==> config.mk <==
export PLATFORM = sky130hd
export DESIGN_NAME = hi_lo_acc_unit
export DESIGN_NICKNAME = d
export VERILOG_FILES = /design/src/rtl/hilo_pkg.sv /design/src/rtl/addsub_w.sv /design/src/rtl/hi_lo_acc_unit.sv
export SDC_FILE = /design/constraint.sdc
export NUM_CORES = 1
export LEC_CHECK = 0
export ABC_CLOCK_PERIOD_IN_PS = 5020
export CAP_MARGIN = 20
export CORE_ASPECT_RATIO = 1.25
export CORE_MARGIN = 2
export CORE_UTILIZATION = 55
export CTS_CLUSTER_DIAMETER = 100
export DETAILED_ROUTE_END_ITERATION = 8
export GPL_TIMING_DRIVEN = 0
export MAX_ROUTING_LAYER = met4
export PLACE_DENSITY = 0.82
export REMOVE_ABC_BUFFERS = 1
export SYNTH_ARGS = -nofsm -noshare
export SYNTH_HDL_FRONTEND = slang
export SYNTH_SLANG_ARGS = --single-unit
==> constraint.sdc <==
create_clock -name Clk -period 5.02 [get_ports Clk]
set_clock_uncertainty 0.1 [all_clocks]
set_input_delay 1.255 -clock Clk [delete_from_list [all_inputs] [get_ports Clk]]
set_output_delay 1.255 -clock Clk [all_outputs]
set_load 0.03 [all_outputs]
==> src/rtl/hilo_pkg.sv <==
// hilo_pkg: shared definitions for the HI/LO special-register unit.
//   - op encodings OP_NOP..OP_MTLO (3-bit; 110/111 are undefined and ignored)
//   - FSM state type state_e {ST_IDLE, ST_ACC}
//   - HILO_W: default data width of HI and LO
package hilo_pkg;

   localparam int unsigned HILO_W = 32;

   localparam logic [2:0] OP_NOP  = 3'b000;
   localparam logic [2:0] OP_MULT = 3'b001;
   localparam logic [2:0] OP_MADD = 3'b010;
   localparam logic [2:0] OP_MSUB = 3'b011;
   localparam logic [2:0] OP_MTHI = 3'b100;
   localparam logic [2:0] OP_MTLO = 3'b101;

   typedef enum logic {
      ST_IDLE = 1'b0,
      ST_ACC  = 1'b1
   } state_e;

endpackage

==> src/rtl/addsub_w.sv <==
// addsub_w: W-bit adder/subtractor with carry-in and carry-out.
//   a, b  : operands
//   sub   : 1 selects a + ~b + cin (subtract when cin carries the +1 / no-borrow)
//   cin   : carry-in
//   sum   : W-bit result
//   cout  : carry-out (for subtraction, 1 means no borrow)
module addsub_w #(
   parameter int unsigned W = 32
) (
   input  logic [W-1:0] a,
   input  logic [W-1:0] b,
   input  logic         sub,
   input  logic         cin,
   output logic [W-1:0] sum,
   output logic         cout
);

   logic [W-1:0] b_eff;
   logic [W:0]   total;

   always_comb begin
      b_eff = sub ? ~b : b;
      total = {1'b0, a} + {1'b0, b_eff} + {{W{1'b0}}, cin};
   end

   assign sum  = total[W-1:0];
   assign cout = total[W];

endmodule

==> src/rtl/hi_lo_acc_unit.sv <==
// hi_lo_acc_unit: HI/LO special-register unit in the EX stage.
//   mult captures {ProdHi,ProdLo}; madd/msub do a 2-cycle 64-bit accumulate
//   (low half with carry in cycle 1, high half in cycle 2); mthi/mtlo load RsData.
// Ports:
//   Clk, Reset (async, active low)
//   Valid, Op[2:0], ProdLo, ProdHi, RsData : request and operands
//   Busy  : accumulate in progress (request must be held)
//   Drop  : 1-cycle pulse, a request arrived while Busy and was discarded
//   HiOut, LoOut : HI/LO for mfhi/mflo
// Configuration macro HILO_FWD_EN: when defined, mult/mthi/mtlo accepted in IDLE
//   are bypassed combinationally onto HiOut/LoOut in the same cycle.
module hi_lo_acc_unit
   import hilo_pkg::*;
#(
   parameter int unsigned W = HILO_W
) (
   input  logic         Clk,
   input  logic         Reset,
   input  logic         Valid,
   input  logic [2:0]   Op,
   input  logic [W-1:0] ProdLo,
   input  logic [W-1:0] ProdHi,
   input  logic [W-1:0] RsData,
   output logic         Busy,
   output logic         Drop,
   output logic [W-1:0] HiOut,
   output logic [W-1:0] LoOut
);

   state_e       state_q, state_d;
   logic [W-1:0] hi_q, hi_d;
   logic [W-1:0] lo_q, lo_d;
   logic [W-1:0] prod_hi_q, prod_hi_d;
   logic [W-1:0] lo_sum_q, lo_sum_d;
   logic         sub_q, sub_d;
   logic         carry_q, carry_d;
   logic         drop_q, drop_d;

   logic         accept;
   logic         op_sub;
   logic         is_acc_op;
   logic [W-1:0] lo_sum;
   logic         lo_cout;
   logic [W-1:0] hi_sum;
   logic         hi_carry_unused;

   assign accept    = Valid && (state_q == ST_IDLE);
   assign op_sub    = (Op == OP_MSUB);
   assign is_acc_op = (Op == OP_MADD) || (Op == OP_MSUB);

   // Low half: for msub, cin=1 supplies the +1 of the two's complement.
   addsub_w #(.W(W)) u_lo_addsub (
      .a    (lo_q),
      .b    (ProdLo),
      .sub  (op_sub),
      .cin  (op_sub),
      .sum  (lo_sum),
      .cout (lo_cout)
   );

   // High half: staged carry (or no-borrow) from the low half.
   addsub_w #(.W(W)) u_hi_addsub (
      .a    (hi_q),
      .b    (prod_hi_q),
      .sub  (sub_q),
      .cin  (carry_q),
      .sum  (hi_sum),
      .cout (hi_carry_unused)
   );

   // State register
   always_ff @(posedge Clk or negedge Reset) begin
      if (!Reset) begin
         state_q <= ST_IDLE;
      end else begin
         state_q <= state_d;
      end
   end

   // Next-state logic
   always_comb begin
      state_d = state_q;
      unique case (state_q)
         ST_IDLE: if (accept && is_acc_op) state_d = ST_ACC;
         ST_ACC:  state_d = ST_IDLE;
         default: state_d = ST_IDLE;
      endcase
   end

   // Datapath next-state; requests seen in ST_ACC are ignored here
   always_comb begin
      hi_d      = hi_q;
      lo_d      = lo_q;
      prod_hi_d = prod_hi_q;
      lo_sum_d  = lo_sum_q;
      sub_d     = sub_q;
      carry_d   = carry_q;
      if (state_q == ST_ACC) begin
         hi_d = hi_sum;
         lo_d = lo_sum_q;
      end else if (Valid) begin
         case (Op)
            OP_MULT: begin
               hi_d = ProdHi;
               lo_d = ProdLo;
            end
            OP_MADD, OP_MSUB: begin
               prod_hi_d = ProdHi;
               sub_d     = op_sub;
               lo_sum_d  = lo_sum;
               carry_d   = lo_cout;
            end
            OP_MTHI: hi_d = RsData;
            OP_MTLO: lo_d = RsData;
            default: ;
         endcase
      end
   end

   assign drop_d = Valid && (state_q == ST_ACC);

   always_ff @(posedge Clk or negedge Reset) begin
      if (!Reset) begin
         hi_q      <= '0;
         lo_q      <= '0;
         prod_hi_q <= '0;
         lo_sum_q  <= '0;
         sub_q     <= 1'b0;
         carry_q   <= 1'b0;
         drop_q    <= 1'b0;
      end else begin
         hi_q      <= hi_d;
         lo_q      <= lo_d;
         prod_hi_q <= prod_hi_d;
         lo_sum_q  <= lo_sum_d;
         sub_q     <= sub_d;
         carry_q   <= carry_d;
         drop_q    <= drop_d;
      end
   end

   // Outputs
   always_comb begin
      Busy  = (state_q == ST_ACC);
      Drop  = drop_q;
      HiOut = hi_q;
      LoOut = lo_q;
`ifdef HILO_FWD_EN
      if (accept) begin
         case (Op)
            OP_MULT: begin
               HiOut = ProdHi;
               LoOut = ProdLo;
            end
            OP_MTHI: HiOut = RsData;
            OP_MTLO: LoOut = RsData;
            default: ;
         endcase
      end
`endif
   end

endmodule

==> results of run 1 <==
## cells in the mapped netlist, drive strengths merged (4+ instances only)
library cell    n  area (um^2)
o21ai          83        415.4
and3            8        50.05
and2            7        43.79
nor2           79        296.5
a21oi         127        643.1
nand3b          4        33.78
a211o           6        52.55
o31ai           8        70.06
a211oi          9        72.57
a21o           24        180.2
a31oi          26        162.7
mux2i          46        460.4
nor2b           5        38.78
dfrtp         132         3303
nand3          21        105.1
inv            25        93.84
clkbuf         57        214.0
nand4          15        93.84
or3             6        42.54
o2111ai         5        50.04
xor2           54        473.0
nand2         262        983.4
a21boi          4        41.29
o21a           17        127.6
xnor2          57        499.2
ha             64        800.8
buf            12        52.55
nand2b          7        43.79
o211ai          4        30.03
o21bai          7        52.55
nor3            8        40.04
o22ai          18        112.6
## power by group
part | total [mW] | switching, mW | internal [mW]
Clock | 1.27 | 0.514 | 0.756
Sequential | 1.75 | 0.327 | 1.42
Combinational | 3.96 | 2.28 | 1.68
## placed cells by master (no fill, tap or decap), types with 15 or more instances in the layout
master and n:
nand4_1 15, a21oi_1 124, xor2_1 54, o22ai_1 18
a31oi_1 26, inv_1 24, mux2i_1 46, o21a_1 17
nor2_1 79, dfrtp_1 130, nand2_1 261, a21o_1 24
clkdlybuf4s50_1 166, o21ai_0 80, nand3_1 21, ha_1 64
clkbuf_16 17, xnor2_1 57
## worst register-to-register path, cell delays in order, from the launching register on
cell and delay, ns:
dfrtp_2 0.74, xnor2_1 0.18, fa_1 0.47, fa_1 0.47
nor2b_4 0.14, o211ai_1 0.12, a211oi_2 0.28, o41ai_2 0.18
o311ai_4 0.36, a211oi_1 0.17, or4b_1 0.52, nand3b_1 0.09
## registers in the layout, summed over array words and instances (netlist names)
name / flops
HiOut: 32
sub_q: 1
Drop: 1
lo_sum_q: 32
LoOut: 32
Busy: 1
carry_q: 1
prod_hi_q: 32
## layout make-up
class	instances	area, um^2	share of cell area
timing repair buffer	190	2076	0.1618
antenna	2	5.005	0.0003901
sequential	132	3308	0.2579
multi-input combinational	1023	6475	0.5047
clock inverter	12	130.1	0.01014
clock buffer	20	456.7	0.03560
tap	228	285.3	0.02224
inverter	25	93.84	0.007314
## final timing paths
kind | start | to | slack (ns) | cells past startpoint
setup / recovery | Op[0] | lo_sum_q[24]$_DFFE_PN0P_ | 0.42 | 13
hold / removal | lo_sum_q[23]$_DFFE_PN0P_ | lo_sum_q[23]$_DFFE_PN0P_ | 0.39 | 2
min in group asynchronous | Reset | prod_hi_q[28]$_DFFE_PN0P_ | 0.69 | 1
setup reg to reg | sub_q$_DFFE_PN0P_ | HiOut[30]$_DFFE_PN0P_ | 1.15 | 11
max in group asynchronous | Reset | Busy$_DFF_PN0_ | 3.29 | 2
hold reg to reg | lo_sum_q[23]$_DFFE_PN0P_ | lo_sum_q[23]$_DFFE_PN0P_ | 0.39 | 2
## repair_timing
| action | in CTS | in global routing |
|---|---|---|
| hold buffers | 0 | 0 |
| resized for setup | 1 | 0 |
| setup endpoints to repair | 4 | 4 |
| pin swaps | 0 | 1 |
| setup buffers | 0 | 5 |
## cell families (layout without fill, tap and decap cells)
kind of cell | after synthesis | after routing | synth area share
adder cells (fa/ha/maj) | 67 | 67 | 0.08514
multiplexers | 46 | 46 | 0.04554
AO/OA/AOI/OAI | 361 | 361 | 0.2232
buffers and inverters | 94 | 247 | 0.03564
other | 0 | 2 | 0
AND/OR/NAND/NOR | 438 | 438 | 0.1876
flip-flops | 132 | 132 | 0.3267
XOR/XNOR | 111 | 111 | 0.09615
## through the flow
stage                     utilization  TNS (ns)
after global placement         0.6545   -789.56
final                          0.7116         0
after CTS                      0.7077         0
after floorplan                     -    -94.77
after detailed placement       0.6747    -5.811
after global routing           0.7116         0
## per-layer routing
metal | vias to the layer above | part of all wire | wire [um]
li1 | 4691 | - | -
met4 | 0 | 0.047 | 1451
met2 | 451 | 0.48 | 14860
met1 | 4660 | 0.40 | 12440
met5 | - | 0 | 0
met3 | 100 | 0.078 | 2417
==> run_results.csv, run 1 <==
group,metric,value,unit
run_status,outcome,"complete, no violations",
placement,gp_congestion,0.9192,
placement,dp_slack,-0.5075,ns
setup_path,max_stage_delay,0.74,ns
finish,fillers,1450,
finish,syn_to_final_growth,26.89,%
route,firstDrtPassIters,5,
global_route,grt_use_total,0.3321,
clock_network,insertion_delay,0.43,ns
route,vias,9902,
setup_path,cp-end-kind,"register",
timing,period_share,0.9156,
global_route,grt_use_met2,0.5362,
timing,slew_headroom,0.3694,
finish,final_area,12830,um^2
clock_network,h-tree-depth,4,
global_route,globalRoute.busiestLayer,"met2",
clock_network,clk_pin_slew,0.06,ns
timing,period_needed,4.597,ns
yosys,synth-async-reset-ratio,1.000,
finish,final_nets,1558,
setup_path,crit_top_cell,"o31ai_2",
setup_path,crit_chain,"clkdlybuf4s50_1 -> nand3b_4 -> buf_4 -> xnor2_1 -> ha_1 -> nor2b_1 -> o31a_1 -> o31ai_2 -> a21oi_2 -> o21a_1 -> or3_4 -> and3_1 -> o31ai_2",
clock_network,cts.sinks,132,
floorplanning,dieArea,19490,um^2
floorplanning,initial_core_util,0.5608,
floorplanning,core-area,18030,um^2
floorplanning,ios,168,
floorplanning,dieHeight,155.6,um
timing,tightest_slew,0.9438,ns
setup_path,cp_top_family,"compound AO/OA/AOI/OAI gates",
placement,hpwl,23030,um
route,ant_nets,0,
route,via_per_inst,6.067,
power,p_leak,5.720,nW
route,wire_per_inst,19.10,um
global_route,grt_pass1_vias,9900,
timing,layout_setup_ws,0.4235,ns
clock_network,cts_tree,"yes",
power,finalPower,6.980,mW
setup_path,crit_type,"input pin to register",
run,drv_cap,0,
finish,final_cells,1632,
timing,fmax,217.6,MHz
timing,hold_ws,0.3856,ns
yosys,yosysWarnings,0,
floorplanning,die_x,125.3,um
global_route,grt_pass1_wl,50280,um
placement,placedCellCount,1592,
global_route,use_met1,0.3964,
clock_network,clockBufferDepth,2,
clock_network,root_buffer,"clkbuf_16",
yosys,syn-instance-count,1249,
yosys,synth-edff-count,0,
setup_path,worst_path_max_delay_cell,"clkdlybuf4s50_1",
floorplanning,num_rows,55,
placement,dpl_cell_area,12160,um^2
global_route,grt_max_degree,77,
timing,hold_viol,0,
power,p_per_area,544.1,nW/um^2
yosys,synth-main-ff-cell,"dfrtp_1",
global_route,overflow,0,
placement,port_buffers,167,
global_route,use_met3,0.06893,
yosys,ys_ff_latch,132,
clock_network,cts-buffers-inserted,17,
setup_path,crit_arrival,4.84,ns
global_route,antenna_found_initial,2,
yosys,synth.avg_cell_area,8.095,um^2
yosys,synthesis.area,10110,um^2
route,finalWirelength,31170,um
worst_hold_path,min_path_type,"register to register",
timing,finalMaxSlewViolations,0,
timing,setup_viol,0,
setup_path,cp-start-kind,"input pin",
setup_path,crit_buf_inv,2,
setup_path,critPathRequiredTime,5.26,ns
power,ir_drop,327.9,uV
yosys,ys_seq_area_frac,0.3267,
setup_path,path_max_fanout,10,
route,drc_errors,0,
route,drtIter0Drc,802,
yosys,synth_cell_types,68,
timing,rsz0062_at_grt,"false",
finish,drive_gt1_frac,0.05563,
Power figures use the tool's default switching activity.
==> run 2: changes to the inputs <==
--- a/config.mk
+++ b/config.mk
@@ -11,10 +11,11 @@
 export CORE_MARGIN = 2
 export CORE_UTILIZATION = 55
 export CTS_CLUSTER_DIAMETER = 100
+export CTS_CLUSTER_SIZE = 16
 export DETAILED_ROUTE_END_ITERATION = 8
 export GPL_TIMING_DRIVEN = 0
 export MAX_ROUTING_LAYER = met4
-export PLACE_DENSITY = 0.82
+export PLACE_DENSITY_LB_ADDON = 0.25
 export REMOVE_ABC_BUFFERS = 1
 export SYNTH_ARGS = -nofsm -noshare
 export SYNTH_HDL_FRONTEND = slang
==> run_results.csv, run 2 (synthesis results as in run 1) <==
group,metric,value,unit
finish,final_cells,1626,
clock_network,root_buffer,"clkbuf_16",
global_route,grt_use_total,0.3280,
timing,tightest_slew,0.9728,ns
route,drc_errors,0,
route,drtIter0Drc,719,
power,pwr-share-clk,0.181,
power,power.switching,3.049,mW
timing,layout_setup_ws,0.1916,ns
finish,drive_gt1_frac,0.04939,
finish,fin_util,0.7081,
setup_path,worstSetupEndpoint,"lo_sum_q[25]$_DFFE_PN0P_",
timing,setup_viol,0,
global_route,grt_max_degree,76,
placement,dpl_cell_area,12150,um^2
route,firstDrtPassIters,5,
placement,dp_slack,-0.4804,ns
route,ant_nets,0,
floorplanning,initial_core_util,0.5608,
clock_network,cts_tree,"yes",
power,power_frac_comb,0.568,
power,p_seq_frac,0.251,
clock_network,cts.sinks,132,
setup_path,crit_arrival,5.05,ns
setup_path,worstReg2RegStart,"Busy$_DFF_PN0_",
timing,period_needed,4.828,ns
finish,multi_input_area,6471,um^2
floorplanning,core-area,18030,um^2
floorplanning,dieHeight,155.6,um
floorplanning,ios,168,
global_route,grt_pass1_wl,49730,um
clock_network,h-tree-depth,4,
setup_path,path_max_fanout,18,
setup_path,cp-end-kind,"register",
route,wire_per_inst,19.07,um
power,ir_drop,342.6,uV
route,via_per_inst,6.101,
finish,final_nets,1554,
setup_path,cp-start-kind,"input pin",
global_route,antenna_found_initial,1,
placement,hpwl,22590,um
timing,fmax,207.1,MHz
timing,period_share,0.9618,
route,vias,9921,
timing,hold_viol,0,
clock_network,cts-buffers-inserted,17,
power,swShare,0.4400,
finish,syn_to_final_growth,26.26,%
power,p_int,3.881,mW
setup_path,crit_type,"input pin to register",
placement,placedCellCount,1593,
timing,slew_headroom,0.3506,
power,p_leak,5.705,nW
setup_path,r2r_slack,0.89,ns
floorplanning,dieArea,19490,um^2
worst_hold_path,min_path_type,"register to register",
timing,rsz0062_at_grt,"false",
clock_network,clk_pin_slew,0.06,ns
route,finalWirelength,31010,um
global_route,overflow,0,
finish,fillers,1489,
setup_path,r2r-end,"lo_sum_q[29]$_DFFE_PN0P_",
setup_path,critPathRequiredTime,5.24,ns
clock_network,cts_hold_buf,0,
finish,layout_commonest_cell,"nand2_1",
placement,gp_congestion,0.9391,
setup_path,cp-startpoint,"Op[0]",
global_route,grt_pass1_vias,9760,
finish,final_area,12770,um^2
clock_network,clockBufferDepth,2,
clock_network,insertion_delay,0.43,ns
run_status,outcome,"complete, no violations",
timing,hold_ws,0.3793,ns
placement,port_buffers,167,
floorplanning,num_rows,55,
finish,layout_common_cells,"261 x nand2_1, 166 x clkdlybuf4s50_1, 130 x dfrtp_1, 124 x a21oi_1, 80 x o21ai_0",
timing,finalMaxSlewViolations,0,
power,p_per_area,542.8,nW/um^2
run,drv_cap,0,
floorplanning,die_x,125.3,um
finish,seq_area,3308,um^2
setup_path,r2r_cells,10,
-- run 2: cell count changes in the layout (fill, tap and decap cells not counted), moves of 2 or more --
| cell | delta |
|---|---|
| buf_4 | -4 |
| clkinvlp_4 | -5 |
| clkbuf_1 | +5 |
| clkbuf_8 | +2 |
| buf_8 | +3 |
-- run 2: layout make-up --
class | instances | share of cell area
multi-input combinational | 1023 | 0.5069
clock buffer | 27 | 0.03940
inverter | 25 | 0.007351
timing repair buffer | 186 | 0.1592
antenna | 1 | 0.0001960
sequential | 132 | 0.2591
tap | 228 | 0.02235
clock inverter | 4 | 0.005489
-- run 2: metrics by stage --
stage	power, mW	TNS [ns]
floorplan	4.456	-94.77
global placement	5.513	-821.11
detailed placement	5.611	-6.093
CTS	6.904	0
global route	7.406	0
finish	6.930	0
-- run 2: worst max-delay path: stages --
cell and delay [ns]:
clkdlybuf4s50_1 0.71, nand3b_4 0.39, buf_16 0.31, xnor2_1 0.13
ha_1 0.35, a211oi_1 0.22, nor3b_1 0.10, o31a_1 0.26
o311a_1 0.42, o211ai_1 0.26, or3b_1 0.41, xnor2_1 0.15
o21ai_1 0.07
-- run 2: per-layer routing --
layer  global-route usage  up-vias  share of wire
met1               0.3988     4779           0.42
met5                    -        -              0
li1                     -     4692              -
met4               0.1296        0          0.032
met2               0.5437      381           0.48
met3              0.06036       69          0.067
-- run 2: power by group through the flow --
stage	combinational [mW]	clock, mW	sequential, mW
after CTS	3.91	1.26	1.73
after global placement	3.76	0	1.75
after detailed placement	3.86	0	1.75
final	3.94	1.26	1.74
after floorplan	2.40	0	2.06
after global routing	4.31	1.31	1.78
-- run 2: timing repair --
item,CTS,global route
endpoints found under the hold margin,0,0
setup endpoints to repair,2,2
gates resized for setup,1,1
gates cloned,0,0
pin swaps,0,1
setup buffers,0,0
-- run 2: how the worst min path moves through the flow --
stage | end | from | slack (ns) | cells past startpoint
5_1_grt | lo_sum_q[15]$_DFFE_PN0P_ | lo_sum_q[15]$_DFFE_PN0P_ | 0.41 | 2
3_3_place_gp | lo_sum_q[22]$_DFFE_PN0P_ | lo_sum_q[22]$_DFFE_PN0P_ | 0.36 | 2
4_1_cts | lo_sum_q[11]$_DFFE_PN0P_ | lo_sum_q[11]$_DFFE_PN0P_ | 0.38 | 2
3_5_place_dp | lo_sum_q[11]$_DFFE_PN0P_ | lo_sum_q[11]$_DFFE_PN0P_ | 0.37 | 2
6_report | lo_sum_q[11]$_DFFE_PN0P_ | lo_sum_q[11]$_DFFE_PN0P_ | 0.38 | 2
2_1_floorplan | lo_sum_q[3]$_DFFE_PN0P_ | lo_sum_q[3]$_DFFE_PN0P_ | 0.35 | 2
==> run 3: changes to the inputs <==
--- a/config.mk
+++ b/config.mk
@@ -5,11 +5,11 @@
 export SDC_FILE = /design/constraint.sdc
 export NUM_CORES = 1
 export LEC_CHECK = 0
-export ABC_CLOCK_PERIOD_IN_PS = 5020
+export ABC_CLOCK_PERIOD_IN_PS = 3900
 export CAP_MARGIN = 20
 export CORE_ASPECT_RATIO = 1.25
 export CORE_MARGIN = 2
-export CORE_UTILIZATION = 55
+export CORE_UTILIZATION = 50
 export CTS_CLUSTER_DIAMETER = 100
 export CTS_CLUSTER_SIZE = 16
 export DETAILED_ROUTE_END_ITERATION = 8
==> constraint.sdc (replaced) <==
create_clock -name Clk -period 3.9 [get_ports Clk]
set_clock_uncertainty 0.1 [all_clocks]
set_input_delay 0.975 -clock Clk [delete_from_list [all_inputs] [get_ports Clk]]
set_output_delay 0.975 -clock Clk [all_outputs]
set_load 0.03 [all_outputs]
==> run_results.csv, run 3 (synthesis results as in run 1) <==
group,metric,value,unit
timing,period_share,0.9529,
setup_path,worstReg2RegStart,"sub_q$_DFFE_PN0P_",
placement,gp_congestion,0.9094,
route,finalWirelength,30890,um
clock_network,h-tree-depth,4,
global_route,grt_pass1_wl,49800,um
setup_path,r2r_slack,0.18,ns
floorplanning,ios,168,
setup_path,cp-startpoint,"sub_q$_DFFE_PN0P_",
worst_hold_path,holdPathStages,2,
setup_path,critPathRequiredTime,4.16,ns
clock_network,cts.sinks,132,
placement,hpwl,22870,um
placement,port_buffers,167,
setup_path,r2r_cells,12,
route,dr.max_layer_used,"met4",
route,ant_nets,0,
placement,placedCellCount,1635,
worst_hold_path,hold_path_end,"lo_sum_q[3]$_DFFE_PN0P_",
clock_network,cts-buffers-inserted,17,
timing,fmax,269.1,MHz
floorplanning,dieHeight,163.0,um
clock_network,cts_hold_buf,0,
route,wl_met1,12790,um
timing,finalMaxSlewViolations,0,
clock_network,root_buffer,"clkbuf_16",
setup_path,cp-start-kind,"register",
timing,slew_headroom,0.3264,
timing,hold_viol,0,
global_route,antenna_found_initial,2,
finish,syn_to_final_growth,28.04,%
worst_hold_path,min_path_type,"register to register",
run,drv_cap,0,
floorplanning,dieArea,21380,um^2
route,firstDrtPassIters,6,
setup_path,path_max_fanout,23,
setup_path,r2r-end,"HiOut[30]$_DFFE_PN0P_",
finish,fin_util,0.6487,
floorplanning,num_rows,58,
floorplanning,core-area,19960,um^2
timing,hold_ws,0.3823,ns
worst_hold_path,holdCritStartpoint,"lo_sum_q[3]$_DFFE_PN0P_",
floorplanning,die_x,131.2,um
run_status,outcome,"complete, no violations",
global_route,overflow,0,
timing,fin_tns_setup,0,ns
route,vias,9755,
finish,final_nets,1558,
route,via_per_inst,5.831,
global_route,grt_max_degree,78,
global_route,grt_use_total,0.3002,
setup_path,crit_type,"register to register",
setup_path,cp-end-kind,"register",
floorplanning,initial_core_util,0.5066,
global_route,grt_pass1_vias,9660,
finish,drive_gt1_frac,0.06210,
timing,setup_viol,0,
setup_path,crit_arrival,3.98,ns
finish,final_cells,1673,
timing,tightest_slew,1.007,ns
finish,layout_common_cells,"261 x nand2_1, 163 x clkdlybuf4s50_1, 130 x dfrtp_1, 123 x a21oi_1, 80 x o21ai_0",
route,wl_met3,2085,um
clock_network,insertion_delay,0.43,ns
clock_network,cts_tree,"yes",
finish,fillers,1711,
route,drc_errors,0,
clock_network,clk_pin_slew,0.06,ns
power,ir_drop,432.4,uV
route,drtIter0Drc,605,
route,met2WireLength,15130,um
power,p_leak,5.755,nW
route,wire_per_inst,18.46,um
timing,period_needed,3.716,ns
clock_network,clockBufferDepth,2,
power,p_per_area,701.7,nW/um^2
finish,layout_commonest_cell,"nand2_1",
## run 3: metal layers
layer | global-route usage | up-vias
met2 | 0.5062 | 375
li1 | - | 4697
met3 | 0.06162 | 59
met5 | - | -
met1 | 0.3615 | 4624
met4 | 0.1008 | 0
## run 3: what timing repair did
item / CTS / global route
gates resized for setup: 7 / 11
setup endpoints to repair: 26 / 16
cloned: 1 / 0
setup buffers: 2 / 1
pin swaps: 1 / 1
## run 3: worst max-delay path by stage
stage | endpoint | depth (start not counted)
finish | HiOut[30]$_DFFE_PN0P_ | 12
global route | HiOut[30]$_DFFE_PN0P_ | 12
CTS | HiOut[30]$_DFFE_PN0P_ | 12
detailed placement | lo_sum_q[17]$_DFFE_PN0P_ | 12
global placement | lo_sum_q[30]$_DFFE_PN0P_ | 7
floorplan | lo_sum_q[21]$_DFFE_PN0P_ | 7
## run 3: cell type report
| class | count | area (um^2) | share of cell area |
|---|---|---|---|
| antenna | 2 | 5.005 | 0.0003866 |
| clock buffer | 23 | 508.0 | 0.03924 |
| clock inverter | 8 | 145.1 | 0.01121 |
| inverter | 25 | 93.84 | 0.007248 |
| multi-input combinational | 1024 | 6513 | 0.5030 |
| sequential | 132 | 3311 | 0.2557 |
| tap | 270 | 337.8 | 0.02609 |
| timing repair buffer | 189 | 2033 | 0.1570 |
## run 3: worst max-delay path, stage by stage (launching register included)
cell      delay [ns]
dfrtp_4         0.50
buf_12          0.18
xnor2_1         0.16
fa_1            0.43
fa_2            0.40
nor2b_4         0.13
o211ai_1        0.13
a211oi_2        0.32
o41ai_2         0.18
o311ai_4        0.35
a211oi_1        0.16
or4b_1          0.51
nand3b_1        0.10
## run 3: through the flow
step	total power [mW]	setup WS (ns)	cell area, um^2
3_3_place_gp	7.090	-7.476	11850
3_5_place_dp	7.211	-1.293	12200
2_1_floorplan	5.735	-3.043	9844
4_1_cts	9.058	0.01743	12900
6_report	9.084	0.1837	12950
5_1_grt	9.744	-0.004206	12950
## run 3: power breakdown
part | leakage, nW | internal, mW | switching (mW) | total, mW
sequential | 1.62 | 1.83 | 0.390 | 2.22
combinational | 3.82 | 2.17 | 2.90 | 5.07
clock | 0.317 | 1.17 | 0.629 | 1.80
